--- config.mk ---
export PLATFORM = sky130hd
export DESIGN_NAME = muldiv_sequencer
export DESIGN_NICKNAME = d
export VERILOG_FILES = /design/src/rtl/muldiv_sequencer.sv
export SDC_FILE = /design/constraint.sdc
export NUM_CORES = 1
export LEC_CHECK = 0
export ABC_AREA = 1
export BUFFER_PORTS_ARGS = -buffer_cell sky130_fd_sc_hd__buf_2
export CAP_MARGIN = 20
export CORE_ASPECT_RATIO = 0.9
export CORE_UTILIZATION = 25
export CTS_CLUSTER_SIZE = 16
export DETAILED_ROUTE_END_ITERATION = 10
export PLACE_DENSITY = 0.42
export SLEW_MARGIN = 20
export SYNTH_ARGS = -nofsm -noshare
export SYNTH_HDL_FRONTEND = slang
export SYNTH_SLANG_ARGS = --single-unit
--- constraint.sdc ---
create_clock -name clk -period 5.35 [get_ports clk]
set_clock_uncertainty 0.2 [all_clocks]
set_input_delay 0.8025 -clock clk [delete_from_list [all_inputs] [get_ports clk]]
set_output_delay 0.8025 -clock clk [all_outputs]
set_load 0.02 [all_outputs]
--- src/rtl/muldiv_sequencer.sv ---
// Iterative multiply/divide unit owning the HI/LO registers: one bit per cycle, busy while in flight.
// Define MULDIV_DIV_EN to build the divider; without it DIV/DIVU complete at once as NOPs.
module muldiv_sequencer #(
  parameter int unsigned WIDTH = 32
) (
  input  logic             clk,
  input  logic             reset,
  input  logic             clk_enable,
  input  logic             start,
  input  logic [2:0]       op,
  input  logic [WIDTH-1:0] rs_val,
  input  logic [WIDTH-1:0] rt_val,
  output logic             busy,
  output logic             done,
  output logic [WIDTH-1:0] hi,
  output logic [WIDTH-1:0] lo
);

  localparam int unsigned CNT_W = 6;
  localparam int unsigned AW    = 2 * WIDTH;

  localparam logic [1:0] S_IDLE = 2'd0;
  localparam logic [1:0] S_MUL  = 2'd1;
`ifdef MULDIV_DIV_EN
  localparam logic [1:0] S_DIV  = 2'd2;
`endif

  localparam logic [2:0] OP_MULT  = 3'd1;
  localparam logic [2:0] OP_MULTU = 3'd2;
  localparam logic [2:0] OP_DIV   = 3'd3;
  localparam logic [2:0] OP_DIVU  = 3'd4;
  localparam logic [2:0] OP_MTHI  = 3'd5;
  localparam logic [2:0] OP_MTLO  = 3'd6;

  logic [1:0]       state_q, state_d;
  logic [CNT_W-1:0] cnt_q, cnt_d;
  logic [AW-1:0]    acc_q, acc_d;
  logic [WIDTH-1:0] opb_q, opb_d;
  logic             neg_q, neg_d;
  logic             busy_q, busy_d;
  logic             done_q, done_d;
  logic [WIDTH-1:0] hi_q, hi_d;
  logic [WIDTH-1:0] lo_q, lo_d;

  logic             signed_op;
  logic [WIDTH-1:0] rs_mag, rt_mag;
  logic             last_iter;
  logic [WIDTH:0]   mul_sum;
  logic [AW-1:0]    mul_next, mul_res;

  // Operand magnitudes for the signed variants; unsigned ops pass through.
  assign signed_op = (op == OP_MULT) || (op == OP_DIV);
  assign rs_mag    = (signed_op && rs_val[WIDTH-1]) ? -rs_val : rs_val;
  assign rt_mag    = (signed_op && rt_val[WIDTH-1]) ? -rt_val : rt_val;
  assign last_iter = (cnt_q == CNT_W'(WIDTH - 1));

  // Shift-add step: acc = {partial product, remaining multiplier bits}.
  assign mul_sum  = {1'b0, acc_q[AW-1:WIDTH]} + (acc_q[0] ? {1'b0, opb_q} : '0);
  assign mul_next = {mul_sum, acc_q[WIDTH-1:1]};
  assign mul_res  = neg_q ? -mul_next : mul_next;

`ifdef MULDIV_DIV_EN
  logic             rneg_q, rneg_d;
  logic [WIDTH:0]   div_shift, div_diff;
  logic [AW-1:0]    div_next;
  logic [WIDTH-1:0] div_quot, div_rem;

  // Restoring step: acc = {partial remainder, dividend bits shifting into quotient}.
  assign div_shift = acc_q[AW-1:WIDTH-1];
  assign div_diff  = div_shift - {1'b0, opb_q};
  assign div_next  = div_diff[WIDTH] ? {div_shift[WIDTH-1:0], acc_q[WIDTH-2:0], 1'b0}
                                     : {div_diff[WIDTH-1:0], acc_q[WIDTH-2:0], 1'b1};
  assign div_quot  = div_next[WIDTH-1:0];
  assign div_rem   = div_next[AW-1:WIDTH];
`endif

  always_comb begin
    state_d = state_q;
    cnt_d   = cnt_q;
    acc_d   = acc_q;
    opb_d   = opb_q;
    neg_d   = neg_q;
    busy_d  = busy_q;
    done_d  = done_q;
    hi_d    = hi_q;
    lo_d    = lo_q;
`ifdef MULDIV_DIV_EN
    rneg_d  = rneg_q;
`endif
    if (clk_enable) begin
      done_d = 1'b0;
      case (state_q)
        S_IDLE: begin
          if (start && !busy_q) begin
            case (op)
              OP_MTHI: hi_d = rs_val;
              OP_MTLO: lo_d = rs_val;
              OP_MULT, OP_MULTU: begin
                state_d = S_MUL;
                cnt_d   = '0;
                busy_d  = 1'b1;
                acc_d   = {{WIDTH{1'b0}}, rt_mag};
                opb_d   = rs_mag;
                neg_d   = signed_op & (rs_val[WIDTH-1] ^ rt_val[WIDTH-1]);
              end
              OP_DIV, OP_DIVU: begin
`ifdef MULDIV_DIV_EN
                if (rt_val == '0) begin
                  done_d = 1'b1;
                end else begin
                  state_d = S_DIV;
                  cnt_d   = '0;
                  busy_d  = 1'b1;
                  acc_d   = {{WIDTH{1'b0}}, rs_mag};
                  opb_d   = rt_mag;
                  neg_d   = signed_op & (rs_val[WIDTH-1] ^ rt_val[WIDTH-1]);
                  rneg_d  = signed_op & rs_val[WIDTH-1];
                end
`else
                done_d = 1'b1;
`endif
              end
              default: ;
            endcase
          end
        end
        S_MUL: begin
          acc_d = mul_next;
          cnt_d = cnt_q + CNT_W'(1);
          if (last_iter) begin
            {hi_d, lo_d} = mul_res;
            state_d      = S_IDLE;
            cnt_d        = '0;
            busy_d       = 1'b0;
            done_d       = 1'b1;
          end
        end
`ifdef MULDIV_DIV_EN
        S_DIV: begin
          acc_d = div_next;
          cnt_d = cnt_q + CNT_W'(1);
          if (last_iter) begin
            lo_d    = neg_q ? -div_quot : div_quot;
            hi_d    = rneg_q ? -div_rem : div_rem;
            state_d = S_IDLE;
            cnt_d   = '0;
            busy_d  = 1'b0;
            done_d  = 1'b1;
          end
        end
`endif
        default: begin
          state_d = S_IDLE;
          cnt_d   = '0;
          busy_d  = 1'b0;
        end
      endcase
    end
  end

  always_ff @(posedge clk) begin
    if (reset) begin
      state_q <= S_IDLE;
      cnt_q   <= '0;
      acc_q   <= '0;
      opb_q   <= '0;
      neg_q   <= 1'b0;
      busy_q  <= 1'b0;
      done_q  <= 1'b0;
      hi_q    <= '0;
      lo_q    <= '0;
`ifdef MULDIV_DIV_EN
      rneg_q  <= 1'b0;
`endif
    end else begin
      state_q <= state_d;
      cnt_q   <= cnt_d;
      acc_q   <= acc_d;
      opb_q   <= opb_d;
      neg_q   <= neg_d;
      busy_q  <= busy_d;
      done_q  <= done_d;
      hi_q    <= hi_d;
      lo_q    <= lo_d;
`ifdef MULDIV_DIV_EN
      rneg_q  <= rneg_d;
`endif
    end
  end

  assign busy = busy_q;
  assign done = done_q;
  assign hi   = hi_q;
  assign lo   = lo_q;

endmodule

== After elaboration in Yosys (flattened, before gate mapping) ==
Index checks and enable logic that the tools add are counted.
Storage, ports and cells
  memories kept: 0
  bits in writable memories: 0
  input bits: 71
  memory bits (read-only): 0
  register bits after elaboration: 171
  bits in latches: 0
  word-level logic and storage cells: 75
Operators by class
  multiply operators: 0
  order comparisons: 0
  add/sub/neg operators: 5
  shift-type cells: 0
  divide/modulo/power cells: 0
  mux-type cells: 31
  reduce and logical (&&, ||, !) cells: 15
  bitwise gates (word level): 2
  equality and inequality tests: 13
Operator list (count)
  2-to-1 mux 32 bit: 9
  2-to-1 mux 64 bit: 3
  case mux 32 bit (2 select lines): 2
  case mux 64 bit (2 select lines): 1
  negator 32 bit: 2
  negator 64 bit: 1
  adder 32 x 32 -> 33 bit: 1
  2-to-1 mux 6 bit: 3
  case mux 6 bit (2 select lines): 1
  AND reduction 4 bit: 3
  AND reduction 5 bit: 2
  equality test 3 bit, second input constant: 3
  adder 6 x 1 -> 6 bit, second input constant: 1
  equality test 3 x 2 -> 1 bit, second input constant: 2
  equality test 6 x 5 -> 1 bit, second input constant: 1
  2-to-1 mux 1 bit: 6
  2-to-1 mux 2 bit: 3
  inequality test 2 x 1 -> 1 bit, second input constant: 3
  inequality test 2 bit, second input constant: 2
  case mux 1 bit (2 select lines): 2
  case mux 2 bit (2 select lines): 1
  OR reduction 2 bit: 2
  equality test 3 x 1 -> 1 bit, second input constant: 1
  logical AND 1 bit: 3
  8 further kinds: 8

== Longest topological paths before layout ==
Gate-level depths: netlist of the first run.
  depth after elaboration: 7
  gate-level depth with buffers: 24
  mapped depth without buffers: 22

== Least setup slack after synthesis of the first run ==
No wires, ideal clock.
  path type: register -> register
  from: register acc_q[0]
  to: register hi_q[28], in the netlist hi[28]
  data required time: 5.080 ns
  data arrival time: 2.732 ns
  setup time: 0.070 ns
  clock period less this slack: 3.002 ns
  path buffers: 2
  stages on the path, launching flop included: 23
  path slack: 2.348 ns
  cells stage by stage: dfxtp_1 clkbuf_1 clkbuf_1 nand2_1 inv_1 ha_1 fa_1 nand3_1 nand3_1 nand2_1 nand2_2 xor2_1 nor2_1 nand2_1 nor2_1 nand2_1 nand2_1 nand2_2 nor2_2 nand2_1 nand2_1 nand3_1 a21oi_1
Between the ends
  word-level cells in the longest chain between the ends: 6
RTL lines
  from (decl): RTL line 37  | logic [AW-1:0] acc_q, acc_d;
  from (signal assigned): RTL line 165  | acc_q <= '0;
  from (signal assigned): RTL line 178  | acc_q <= acc_d;
  2-to-1 mux 32 bit *: RTL line 58  | assign mul_sum = {1'b0, acc_q[AW-1:WIDTH]} + (acc_q[0] ? {1'b0, opb_q} : '0);
  adder 32 x 32 -> 33 bit *: RTL line 58
  negator 64 bit: RTL line 60  | assign mul_res = neg_q ? -mul_next : mul_next;
  2-to-1 mux 64 bit *: RTL line 60
  2-to-1 mux 32 bit *: RTL line 130  | if (last_iter) begin
  case mux 32 bit (2 select lines) *: RTL line 92  | case (state_q)
  to (signal assigned): RTL line 183  | hi_q <= hi_d;
  to (decl): RTL line 42  | logic [WIDTH-1:0] hi_q, hi_d;
Mark *: on every way between the ends. The rest lies on a longest branch, timed or not. The select of a mux whose other input is x is not followed.
A chain may end at the register's enable or synchronous reset.

== Worst setup path after layout of the first run ==
Ends and elaborated chain as after synthesis.

==> impl_metrics.env, run 1 <==
export IMPL_status="completed"
export IMPL_dp_cells=2997
export IMPL_gr_usage_all_layers=0.2083
export IMPL_dpl_worst_slack_ps=1283
export IMPL_finalSetupTns_ps=0
export IMPL_cp_common_cell="nand2_1"
export IMPL_critPathBufInv=2
export IMPL_endpoint_kind="register"
export IMPL_vdd_drop_max_uv=246.8
export IMPL_hold_violations=0
export IMPL_synthesis_area_sq_um=13060
export IMPL_drc=0
export IMPL_globalplace_congestion=0.9400
export IMPL_cpMaxStageDelayCell="dfxtp_1"
export IMPL_placementRows=79
export IMPL_nets=2436
export IMPL_clockRootBuffer="clkbuf_16"
export IMPL_cts_max_path_buffers=2
export IMPL_drive_gt1_frac=0.1158
export IMPL_die_area_sq_um=53170
export IMPL_path_max_fanout=19
export IMPL_holdPathStages=2
export IMPL_fin_crit_sh=0.7687
export IMPL_drt_iter0_drc=1285
export IMPL_syn_to_final_growth_pct=14.96
export IMPL_synth_seq_cells=169
export IMPL_min_path_type="reg -> reg"
export IMPL_firstDrtPassIters=6
export IMPL_grt_first_pass_wirelength_microns=83890
export IMPL_first_global_vias=13550
export IMPL_slew_viol_final=0
export IMPL_crit_chain="buf_4 -> nand2_1 -> inv_1 -> ha_1 -> nand3_1 -> nand3_1 -> nand2_1 -> nand2_1 -> nor3_1 -> nand3_1 -> nor2_1 -> nand2_1 -> nand2_1 -> nand2_2 -> nor2_2 -> nand2_1 -> nand2_1 -> nand3_1 -> a21oi_1"
export IMPL_seqCellArea_sq_um=3388
export IMPL_initial_core_util=0.2532
export IMPL_seq_area_frac_synth=0.2590
export IMPL_clock_latency_ps=470
export IMPL_ys_types=53
export IMPL_worst_endpoint_arrival_ps=4310
export IMPL_rr_startpoint="acc_q[0]"
export IMPL_cellPowerDensity_nw_per_um2=232.7
export IMPL_multiInputGateArea_sq_um=8153
export IMPL_ff2ff_path_depth=19
export IMPL_syn_avg_cell_area_sq_um=5.826
export IMPL_relSlewSlack=0.2747
export IMPL_post_cts_buffers=0
export IMPL_cp_startpoint="acc_q[0]"
export IMPL_maxCapViolations=0
export IMPL_syn_num_nets=2350
export IMPL_crit_family="simple AND/OR/NAND/NOR gates"
export IMPL_cp_start_kind="register"
export IMPL_port_buffers=136
export IMPL_hp_start="lo[28]"
export IMPL_ant_nets=0
export IMPL_grt_ovfl_total=0
export IMPL_hpwl_microns=43470
export IMPL_synth_async_reset_ratio=0
export IMPL_die_y_microns=218.9
export IMPL_synth_edf_count=0
export IMPL_final_cells=3030
export IMPL_antenna_found_initial=1
export IMPL_max_freq_ghz=0.2432
export IMPL_wirelength_microns=55730
export IMPL_worst_slew_pin_slew_ps=1087
export IMPL_wire_per_inst_microns=18.39
export IMPL_h_tree_depth=4
export IMPL_die_w_microns=242.9
export IMPL_fillerInstances=5896
export IMPL_rrSetupSlack_ps=1240
export IMPL_viasPerCell=4.854
export IMPL_synthCells=2242
export IMPL_cts_sinks=169
export IMPL_synth_flop_cell="dfxtp_1"
export IMPL_yosys_warnings=0
export IMPL_ios=137
export IMPL_setup_viol=0
export IMPL_slowest_delay_ps=680
export IMPL_clkTransAtPathRegs_ps=70
export IMPL_tritoncts="done"
export IMPL_crit_type="reg -> reg"
export IMPL_whs_ps=264.5
export IMPL_cp_required_ps=5550
export IMPL_path_depth=19
export IMPL_design_core_area_sq_um=51600
export IMPL_power_leakage_nw=7.479
export IMPL_setup_slack_ps=1238
export IMPL_vias=14710
export IMPL_cts_resized=0
export IMPL_rsz0062_at_grt="no"
export IMPL_cts_hold_buffers_added=0
export IMPL_grt_max_degree=80
export IMPL_layout_min_cycle_time_ps=4112
export IMPL_cts_buffers=17
## area by class of cell
type	instances	share of cell area
Clock inverter	14	0.009082
Timing Repair Buffer	153	0.05466
Inverter	324	0.08099
Clock buffer	18	0.02925
Antenna cell	1	0.0001666
Multi-Input combinational cell	1663	0.5429
Tap cell	688	0.05732
Sequential cell	169	0.2256
## per-layer routing
metal,global-route usage,vias up,share of wire
met5,0,-,0
met4,0.04717,0,0.015
met3,0.02752,36,0.049
met2,0.3188,410,0.43
met1,0.3067,6827,0.51
li1,-,7435,-
## worst reg2reg max path, cell delays in order, from the launching register on
cell     delay [ps]
dfxtp_1         680
buf_4           400
nand2_1         100
inv_1            80
ha_1            310
nand3_1         150
nand3_1         150
nand2_1          90
nand2_1         150
nor3_1          460
nand3_1         310
nor2_1          170
nand2_1          90
nand2_1         100
nand2_2         130
nor2_2          140
nand2_1          70
nand2_1          50
nand3_1          60
a21oi_1         150
## power breakdown
part	total [mW]	internal [mW]	leakage, nW	switching, mW
sequential	1.41	1.33	1.37	0.0819
clock	1.29	0.665	0.285	0.623
combinational	0.796	0.224	5.82	0.571
## registers in the layout, summed over array words and instances, names as in the netlist
register,count
lo,32
done,1
opb_q,32
busy,1
cnt_q,6
acc_q,64
hi,32
neg_q,1
## metrics by stage
step	util	total power, mW	area, sq um
6_report	0.2910	3.494	15020
5_1_grt	0.2910	3.662	15020
4_1_cts	0.2910	3.524	15010
3_5_place_dp	0.2798	2.222	14440
3_3_place_gp	0.2798	2.223	14440
2_1_floorplan	-	1.900	13060
## cell usage in the layout (no fill, tap or decap), types with 6 or more instances in the layout
master	Yosys	routed
nand2_1	684	684
o211ai_1	32	32
ha_1	36	36
xor2_1	22	22
buf_2	3	136
o31ai_1	6	6
dfxtp_1	169	167
nand2_2	21	21
nor2_1	201	200
inv_2	13	15
nand4_1	29	29
a31oi_1	39	39
buf_4	0	16
nor3_1	31	31
clkbuf_16	0	17
o221ai_1	16	16
o2111ai_1	7	7
xnor2_1	13	13
nand3_1	169	169
inv_1	308	306
a21oi_1	151	150
nor2_2	21	20
or2_2	8	8
o21ai_0	120	120
nand3_2	8	8
## worst paths after layout
check,to
worst max-delay path,hi[28]
worst max register to register,hi[28]
worst min-delay path,lo[28]
worst min register to register,lo[28]
## kinds of logic after synthesis
logic type	synth area share
and+or+nand+nor	0.3878
buffers and inverters	0.1187
AOI/OAI and AO/OA	0.1742
DFF	0.2590
adders and majority gates	0.03602
xor gates and xnor gates	0.02347
muxes	0.0007663
## synthesized netlist by cell type (all sizes together) (3+ instances only)
cell,number,share of area
nand2,705,0.21
inv,321,0.092
nor2,223,0.069
nand3,177,0.071
dfxtp,169,0.26
a21oi,152,0.059
o21ai,127,0.050
clkbuf,65,0.019
a31oi,39,0.019
ha,36,0.034
nor3,33,0.013
o211ai,32,0.018
nand4,29,0.014
xor2,22,0.015
buf,21,0.0069
o221ai,16,0.011
xnor2,13,0.0087
or2,12,0.0057
o2111ai,7,0.0047
o31ai,6,0.0034
and2,4,0.0019
nand3b,4,0.0023
nor4,4,0.0019
clkinv,3,0.00086
o311ai,3,0.0020
No activity file was read; power rests on OpenSTA's default activity.
==> inputs of run 2 (changes only) <==
- PLACE_DENSITY: 0.42 -> 0.44
- clock period: 5.35 -> 3.4 ns (I/O delays scaled with it)
==> run 2 against run 1 <==
Compared with the run above:
- critical path depth up 1
- worst hold slack worse by 130 ps
- wire length rose by 0.91%
- global-route usage decreased by 0.35 points
- register-to-register slack got worse by 1100 ps
- sequential power increased by 57%
- final area grew 7.1%
- highest routed layer unchanged
- count of clock-buffer cells in the layout is 1 lower
- clock power rose by 57%
- non-clock buffer count increased by 64
- total power rose by 60%
==> impl_metrics.env, run 2 (synthesized netlist as in run 1, its figures left out) <==
export IMPL_clockRootBuffer="clkbuf_16"
export IMPL_seqCellArea_sq_um=3392
export IMPL_die_w_microns=242.9
export IMPL_ff2ff_path_depth=20
export IMPL_vias=15220
export IMPL_gr_usage_all_layers=0.2049
export IMPL_max_freq_ghz=0.3067
export IMPL_antenna_found_initial=0
export IMPL_cts_max_path_buffers=2
export IMPL_postLayoutCoreUtil=0.3117
export IMPL_first_global_vias=13850
export IMPL_swShare=0.3669
export IMPL_p_comb_frac=0.242
export IMPL_initial_core_util=0.2532
export IMPL_clkTransAtPathRegs_ps=80
export IMPL_ios=137
export IMPL_regMostFlops="acc_q"
export IMPL_grt_max_degree=66
export IMPL_layout_min_cycle_time_ps=3260
export IMPL_die_y_microns=218.9
export IMPL_largest_reg_flops=64
export IMPL_endpoint_kind="register"
export IMPL_power_frac_clock=0.361
export IMPL_cp_required_ps=3550
export IMPL_port_buffers=136
export IMPL_ant_nets=0
export IMPL_globalplace_congestion=0.9308
export IMPL_seqPwrFrac=0.397
export IMPL_top_layer="met4"
export IMPL_hpwl_microns=43580
export IMPL_dp_cells=3051
export IMPL_worst_slew_pin_slew_ps=910.8
export IMPL_min_path_type="in -> reg"
export IMPL_vdd_drop_max_uv=410.7
export IMPL_path_max_fanout=9
export IMPL_m1WireLength_microns=27920
export IMPL_viasPerCell=4.920
export IMPL_met3_wirelength_microns=3273
export IMPL_wire_per_inst_microns=18.18
export IMPL_wirelength_microns=56240
export IMPL_placementRows=79
export IMPL_n_antenna_cell=0
export IMPL_placed_area_sq_um=14840
export IMPL_hold_end="acc_q[0]"
export IMPL_drc=0
export IMPL_hold_violations=0
export IMPL_hp_start="rt_val[0]"
export IMPL_final_cells=3093
export IMPL_maxCapViolations=0
export IMPL_slew_viol_final=0
export IMPL_worst_endpoint_arrival_ps=3410
export IMPL_whs_ps=133.5
export IMPL_crit_type="reg -> reg"
export IMPL_rsz0062_at_grt="yes"
export IMPL_power_leakage_nw=7.878
export IMPL_fin_crit_sh=0.9590
export IMPL_rr_startpoint="acc_q[0]"
export IMPL_rrSetupSlack_ps=140
export IMPL_die_area_sq_um=53170
export IMPL_firstDrtPassIters=7
export IMPL_final_cell_mix="nand2_1 (643), inv_1 (305), nor2_1 (174), dfxtp_1 (166), nand3_1 (158)"
export IMPL_design_core_area_sq_um=51600
export IMPL_p_sw_mw=2.049
export IMPL_status="completed"
export IMPL_cts_buffers=17
export IMPL_grt_first_pass_wirelength_microns=83110
export IMPL_timing_rr_end="hi[19]"
export IMPL_drt_iter0_drc=1189
export IMPL_cellPowerDensity_nw_per_um2=347.3
export IMPL_tritoncts="done"
export IMPL_final_common_cell="nand2_1"
export IMPL_grt_ovfl_total=0
export IMPL_fillerInstances=5829
export IMPL_syn_to_final_growth_pct=23.13
export IMPL_clock_latency_ps=480
export IMPL_cp_start_kind="register"
export IMPL_setup_viol=0
export IMPL_relSlewSlack=0.3928
export IMPL_final_area_sq_um=16080
export IMPL_holdPathStages=3
export IMPL_multiInputGateArea_sq_um=8701
export IMPL_cts_sinks=169
export IMPL_wl_met2_microns=24060
export IMPL_nets=2500
export IMPL_p_int_mw=3.536
export IMPL_drive_gt1_frac=0.1871
export IMPL_h_tree_depth=4
run 2: changes by cell type in the layout (fill, tap and decap cells not counted), moves of 9 or more:
cell and change:
a21oi_2 +15, nand2_1 -41, nand2_2 +35, buf_4 +61
nor2_1 -26, ha_1 -16, nor2_4 +19, nand3_2 +9
nand3_1 -11, ha_2 +11, a21oi_1 -15
run 2: per-stage QoR:
step | setup slack, ps | power [mW] | TNS, ps
floorplan | 398.2 | 2.990 | 0
global placement | -98.54 | 3.527 | -352.3
detailed placement | -161.4 | 3.528 | -688.4
CTS | 6.333 | 5.559 | 0
global route | -18.96 | 5.856 | -103.5
finish | 139.5 | 5.586 | 0
run 2: worst max path at each step:
stage,from,endpoint,slack [ps],cells after the start
after detailed placement,acc_q[0],hi[26],-160,18
after CTS,acc_q[0],hi[31],6,17
after global routing,acc_q[0],hi[29],-20,20
after floorplan,acc_q[0],hi[28],400,22
final,acc_q[0],hi[19],140,20
after global placement,acc_q[0],hi[26],-100,18
run 2: what timing repair did:
action                     4_1_cts  5_1_grt
hold buffers                     0        0
setup buffers                    0        8
setup endpoints to repair       14       21
gates cloned                     0        2
gates resized for setup          6      145
pin swaps                        0       23
run 2: critical path: stages, from the launching register on:
cell       delay (ps)
dfxtp_4           390
clkbuf_16         200
nand2_1            80
inv_1              80
ha_1              330
nand2_1           110
inv_1             110
nand2_2           130
nor2_4            160
nand4_1            90
buf_4             170
nand3_1            90
nand2_1            70
nand2_2           110
nand2_1           120
inv_1             100
nand2_1           100
o21ai_4           200
a21oi_1            90
o21ai_0           120
a21oi_1           100
run 2: cell type report:
class                      instances  share of cell area
clock buffer                      17             0.02645
inverter                         324             0.07561
multi-input combinational       1663              0.5410
clock inverter                    15            0.009024
timing repair buffer             217             0.08355
tap                              688             0.05352
sequential                       169              0.2109
run 2: routing by layer:
layer,vias up,GRT usage
met1,7108,0.3009
li1,7565,-
met4,0,0.04633
met5,-,0
met3,42,0.03265
met2,503,0.3100
run 2: power groups by stage:
| stage | combinational, mW | clock [mW] | sequential, mW |
|---|---|---|---|
| after CTS | 1.28 | 2.07 | 2.21 |
| final | 1.35 | 2.02 | 2.22 |
| after global placement | 1.27 | 0 | 2.26 |
| after global routing | 1.48 | 2.15 | 2.23 |
| after floorplan | 0.735 | 0 | 2.26 |
| after detailed placement | 1.27 | 0 | 2.26 |
